[config.mk]
export PLATFORM = sky130hd
export DESIGN_NAME = stopwatch_timer
export DESIGN_NICKNAME = d
export VERILOG_FILES = /design/src/rtl/stopwatch_timer_pkg.sv /design/src/rtl/tick_prescaler.sv /design/src/rtl/stopwatch_timer.sv
export VERILOG_INCLUDE_DIRS = /design/src /design/src/rtl
export SDC_FILE = /design/constraint.sdc
export NUM_CORES = 1
export LEC_CHECK = 0
export ABC_AREA = 1
export BUFFER_PORTS_ARGS = -buffer_cell sky130_fd_sc_hd__buf_4
export CAP_MARGIN = 20
export CORE_ASPECT_RATIO = 0.75
export CORE_MARGIN = 8
export CORE_UTILIZATION = 23
export DETAILED_ROUTE_END_ITERATION = 10
export GPL_TIMING_DRIVEN = 0
export PLACE_DENSITY_LB_ADDON = 0.1
export SYNTH_ARGS = -nofsm -noshare
export SYNTH_HDL_FRONTEND = slang
export SYNTH_SLANG_ARGS = --single-unit
[constraint.sdc]
create_clock -name clock -period 3.05 [get_ports clock]
set_input_delay 0.61 -clock clock [delete_from_list [all_inputs] [get_ports clock]]
set_output_delay 0.61 -clock clock [all_outputs]
set_load 0.02 [all_outputs]
[src/rtl/stopwatch_defs.vh]
// Shared stopwatch constants: seconds field width/limit and step-direction encodings.
`ifndef STOPWATCH_DEFS_VH
`define STOPWATCH_DEFS_VH

`define SEC_W     6
`define SEC_MAX   59
`define STEP_UP   1'b0
`define STEP_DOWN 1'b1

`endif

[src/rtl/stopwatch_timer_pkg.sv]
// Package for the stopwatch timer: seconds field constants, step direction type
// and the seconds clamp used on preset load.
package stopwatch_timer_pkg;

`include "stopwatch_defs.vh"

  localparam int SEC_W = `SEC_W;
  localparam logic [SEC_W-1:0] SEC_MAX = SEC_W'(`SEC_MAX);

  typedef enum logic {
    STEP_UP   = `STEP_UP,
    STEP_DOWN = `STEP_DOWN
  } step_dir_e;

  function automatic logic [SEC_W-1:0] clamp_sec(input logic [SEC_W-1:0] s);
    return (s > SEC_MAX) ? SEC_MAX : s;
  endfunction

endpackage

[src/rtl/tick_prescaler.sv]
// Free-running divide-by-DIV prescaler; tick is high on the cycle whose edge
// wraps the count back to zero. sync_zero overrides enable.
module tick_prescaler #(
  parameter int DIV = 4
) (
  input  logic clock,
  input  logic reset_n,
  input  logic enable,
  input  logic sync_zero,
  output logic tick
);

  localparam int CW = $clog2(DIV);
  localparam logic [CW-1:0] LAST = CW'(DIV - 1);

  logic [CW-1:0] cnt_q, cnt_d;
  logic          at_last;

  assign at_last = (cnt_q == LAST);
  assign tick    = enable && !sync_zero && at_last;

  always_comb begin
    cnt_d = cnt_q;
    if (sync_zero) begin
      cnt_d = '0;
    end else if (enable) begin
      cnt_d = at_last ? '0 : cnt_q + 1'b1;
    end
  end

  always_ff @(posedge clock or negedge reset_n) begin
    if (!reset_n) begin
      cnt_q <= '0;
    end else begin
      cnt_q <= cnt_d;
    end
  end

endmodule

[src/rtl/stopwatch_timer.sv]
// Minutes:seconds up/down timer with built-in 1 s prescaler, preset load and sticky expiry.
// Optional lap capture registers enabled by defining STOPWATCH_LAP_CAPTURE_EN.
module stopwatch_timer
  import stopwatch_timer_pkg::*;
#(
  parameter int TICKS_PER_SEC = 50_000_000,
  parameter int MINUTE_MAX    = 99,
  parameter int MIN_W         = 7
) (
  input  logic             clock,
  input  logic             reset_n,
  input  logic             clear,
  input  logic             hold_count,
  input  logic             down_mode,
  input  logic             load,
  input  logic [MIN_W-1:0] load_minutes,
  input  logic [SEC_W-1:0] load_seconds,
  output logic [MIN_W-1:0] minutes,
  output logic [SEC_W-1:0] seconds,
  output logic             sec_pulse,
  output logic             expired
`ifdef STOPWATCH_LAP_CAPTURE_EN
  ,
  input  logic             lap_capture,
  output logic [MIN_W-1:0] lap_minutes,
  output logic [SEC_W-1:0] lap_seconds,
  output logic             lap_valid
`endif
);

  localparam logic [MIN_W-1:0] MIN_MAX = MIN_W'(MINUTE_MAX);

  logic [MIN_W-1:0] min_q, min_d;
  logic [SEC_W-1:0] sec_q, sec_d;
  logic             pulse_q, pulse_d;
  logic             exp_q, exp_d;

  step_dir_e dir;
  logic      at_zero;
  logic      down_idle;
  logic      presc_zero;
  logic      tick;

  assign dir       = down_mode ? STEP_DOWN : STEP_UP;
  assign at_zero   = (min_q == '0) && (sec_q == '0);
  // A finished countdown parks the prescaler so no step or pulse can occur.
  assign down_idle = (dir == STEP_DOWN) && at_zero;
  assign presc_zero = clear || load || down_idle;

  tick_prescaler #(
    .DIV(TICKS_PER_SEC)
  ) u_prescaler (
    .clock    (clock),
    .reset_n  (reset_n),
    .enable   (!hold_count),
    .sync_zero(presc_zero),
    .tick     (tick)
  );

  always_comb begin
    min_d   = min_q;
    sec_d   = sec_q;
    exp_d   = exp_q;
    pulse_d = 1'b0;
    if (clear) begin
      min_d = '0;
      sec_d = '0;
      exp_d = 1'b0;
    end else if (load) begin
      min_d = (load_minutes > MIN_MAX) ? MIN_MAX : load_minutes;
      sec_d = clamp_sec(load_seconds);
      exp_d = 1'b0;
    end else if (tick) begin
      pulse_d = 1'b1;
      if (dir == STEP_UP) begin
        if (sec_q != SEC_MAX) begin
          sec_d = sec_q + 1'b1;
        end else begin
          sec_d = '0;
          if (min_q >= MIN_MAX) begin
            min_d = '0;
            exp_d = 1'b1;
          end else begin
            min_d = min_q + 1'b1;
          end
        end
      end else begin
        // tick is suppressed at 00:00, so the borrow branch always has min_q > 0.
        if (sec_q != '0) begin
          sec_d = sec_q - 1'b1;
          if ((min_q == '0) && (sec_q == SEC_W'(1))) begin
            exp_d = 1'b1;
          end
        end else begin
          sec_d = SEC_MAX;
          min_d = min_q - 1'b1;
        end
      end
    end
  end

  always_ff @(posedge clock or negedge reset_n) begin
    if (!reset_n) begin
      min_q   <= '0;
      sec_q   <= '0;
      pulse_q <= 1'b0;
      exp_q   <= 1'b0;
    end else begin
      min_q   <= min_d;
      sec_q   <= sec_d;
      pulse_q <= pulse_d;
      exp_q   <= exp_d;
    end
  end

  assign minutes   = min_q;
  assign seconds   = sec_q;
  assign sec_pulse = pulse_q;
  assign expired   = exp_q;

`ifdef STOPWATCH_LAP_CAPTURE_EN
  logic [MIN_W-1:0] lap_min_q, lap_min_d;
  logic [SEC_W-1:0] lap_sec_q, lap_sec_d;
  logic             lap_vld_q, lap_vld_d;

  // Capture samples the registered time, so a coincident step is not included.
  always_comb begin
    lap_min_d = lap_min_q;
    lap_sec_d = lap_sec_q;
    lap_vld_d = lap_vld_q;
    if (clear) begin
      lap_min_d = '0;
      lap_sec_d = '0;
      lap_vld_d = 1'b0;
    end else if (lap_capture) begin
      lap_min_d = min_q;
      lap_sec_d = sec_q;
      lap_vld_d = 1'b1;
    end
  end

  always_ff @(posedge clock or negedge reset_n) begin
    if (!reset_n) begin
      lap_min_q <= '0;
      lap_sec_q <= '0;
      lap_vld_q <= 1'b0;
    end else begin
      lap_min_q <= lap_min_d;
      lap_sec_q <= lap_sec_d;
      lap_vld_q <= lap_vld_d;
    end
  end

  assign lap_minutes = lap_min_q;
  assign lap_seconds = lap_sec_q;
  assign lap_valid   = lap_vld_q;
`endif

endmodule

==> flow_summary.ini <==
[layout]
finish.utilization_pct = 28.0
multiInputGateArea_um2 = 2010
fillers = 1642
area_delta_synth_final_pct = 19.7
fin_nets = 588
seqCellArea_um2 = 1030
antenna_cells = 0
finalInstanceArea_um2 = 4050
final-instance-count-excl-fill = 763
drive_gt1_share_pct = 13.9

[power]
p_leak_nw = 2.04
switchingPower_mw = 0.544
seqPwrFrac_pct = 37.0
peakVddDrop_mv = 0.221
switching_share_pct = 32.7
p_per_area_nw_per_um2 = 410
p_total_mw = 1.66
combPwrFrac_pct = 25.9
p_int_mw = 1.12
clock_power_share_pct = 37.1

[clocking]
cts_hold_buf = 0
cts_setup_buffers = 0
post_cts_resized = 0
clkTransAtPathRegs_ns = 0.07
cts_buffer_depth = 2
h-tree-depth = 2
cts_root_buf = clkbuf_16
clk_latency_ns = 0.29
cts-buffers-inserted = 5
cts_tree = built
cts.sinks = 41

[sta]
tightest_slew_ns = 0.588
drv_slew = 0
rsz0062_at_grt = false
max_slew_margin_pct = 60.8
whs_ns = 0.330
finClkSkew_ns = 0.0114
finalHoldViolations = 0
setup_violations = 0
fin_ws_ns = 0.942
period_share_pct = 69.1
max_freq_ghz = 0.474
finalWorstPathRequiredPeriod_ns = 2.11
fin_tns_setup_ns = 0

[run_status]
outcome = finished clean

[yosys]
synthArstFlopShare_pct = 100
synth_top_area_share_pct = 30.3
syn_nets = 548
synth_cells = 522
synth-edff-count = 0
synthesis.area_um2 = 3390
yosys_warnings = 0
synthDistinctLibCells = 36
synth_area_leaders = dfrtp_1 (30%), nand2_1 (18%), nand3_1 (10%), inv_1 (6.9%), nor2_1 (5.8%)
synth_area_leader_cell = dfrtp_1
ys_ff_latch = 41
avgSynthCellArea_um2 = 6.49
synthFlopType = dfrtp_1
ys_top_cells_by_count = nand2_1 (162), nand3_1 (71), inv_1 (62)
synth.most_common_cell = nand2_1
synth-seq-area-share_pct = 30.3

[setup_path]
crit_chain = inv_1 > ha_1 > nand2_2 > inv_2 > nand2_2 > nor2_4 > nor2_8 > nand2_2 > clkbuf_2 > o21ai_0
cp.arrival_ns = 2.31
slowest_delay_ns = 0.47
start_kind = flop
cp-end-kind = flop
crit_path_start = minutes[0]
worstPathMaxFanout = 10
cpMostUsedCell = nand2_2
required_ns = 3.25
r2r_start = minutes[0]
critical-path-slowest-cell = dfrtp_1
path_class = reg2reg

[die]
die_x_um = 156
pin_count = 34
row_count = 38
core-area_um2 = 14500
die_h_um = 121
dieArea_um2 = 18900
start_util_pct = 23.4

[placed_design]
placedCellCount = 755
port_buffers = 33
dpl.hpwl_um = 8140
gp_congestion = 0.822
pre_cts_slack_ns = 0.880
postPlaceCellArea_um2 = 3880

[drt]
via_count = 3416
avgViaCountPerCell = 4.48
wl_um = 10400
route.detailed.drc = 0
drt-pass1-iter-count = 5
ant_nets = 0
drt_iter0_drc = 254
post_drt_wl_per_cell_um = 13.7

[global_route]
grt_pass1_wl_um = 17000
grt_pass1_vias = 3126
grt_max_degree = 42
grtUsageTotal_pct = 11.2
antenna_found_initial = 0
grt_overflow_total = 0

[run]
drv_cap = 0

[min_path]
min_path_type = in2async
==> metal layers <==
| metal | track usage, % | up-vias | wire length, um |
|---|---|---|---|
| li1 | - | 1759 | - |
| met1 | 17.8 | 1595 | 5770 |
| met2 | 15.0 | 58 | 4120 |
| met3 | 1.99 | 4 | 468 |
| met4 | 2.04 | 0 | 64 |
| met5 | 0 | - | 0 |
==> cells in the final DEF (no fill, tap or decap), types with 3 or more instances in the layout <==
master     instances
inv_2              6
nand3_1           71
nor3_2             3
nand2_1          162
nor3_1             8
dfrtp_1           41
clkbuf_1           3
buf_6              4
o21ai_0           25
buf_2              3
nor2_1            52
buf_4             33
a21oi_1            8
ha_1               7
nor2_4             5
nor2_2             4
nand2_2            4
o21bai_1           3
nand4_1           18
clkbuf_16          5
a31oi_1            3
inv_1             62
xor2_1            14
==> kinds of logic (layout without fill, tap and decap cells) <==
kind of cell / after synthesis / after routing / share of synthesized area (%)
flops: 41 / 41 / 30.3
xor+xnor: 15 / 15 / 3.88
simple gates: 335 / 335 / 45.8
fa+ha+maj: 7 / 7 / 2.59
compound gates: 44 / 44 / 7.17
buf+inv: 80 / 121 / 10.2
==> path summary, 6_finish.rpt <==
kind                                    endpoint  depth (start not counted)  slack, ns
max                         u_prescaler.cnt_q[7]                         10       0.94
min                                    sec_pulse                          1       0.33
max reg2reg                 u_prescaler.cnt_q[7]                         10       0.94
min reg2reg                 u_prescaler.cnt_q[1]                          2       0.51
max in group asynchronous  u_prescaler.cnt_q[10]                          1       2.33
min in group clock          u_prescaler.cnt_q[1]                          2       0.51
==> flip-flops by register name, summed over array words and instances, names as in the netlist <==
name,count
u_prescaler.cnt_q,26
minutes,7
seconds,6
expired,1
sec_pulse,1
==> cell type report <==
| class | count | area share [%] |
|---|---|---|
| inverters | 69 | 6.39 |
| plain buffers | 11 | 2.16 |
| repair buffers | 33 | 6.11 |
| clock inverters | 2 | 0.957 |
| well taps | 200 | 6.17 |
| flip-flops and latches | 41 | 25.3 |
| multi-input cells | 401 | 49.7 |
| clock buffers | 6 | 3.18 |
==> power by group through the flow <==
| stage | clock network (mW) | logic [mW] | registers, mW |
|---|---|---|---|
| 2_1_floorplan | 0 | 0.259 | 0.643 |
| 3_3_place_gp | 0 | 0.434 | 0.627 |
| 3_5_place_dp | 0 | 0.434 | 0.625 |
| 4_1_cts | 0.635 | 0.436 | 0.615 |
| 5_1_grt | 0.658 | 0.486 | 0.621 |
| 6_report | 0.617 | 0.431 | 0.614 |
==> critical path: cells and delay by family (launching register included) <==
kind	cells	cell delay (ns)
compound gates	1	0.22
fa+ha+maj	1	0.31
flops	1	0.47
buf+inv	3	0.42
simple gates	5	0.58
(Power assumes the default switching activity.)
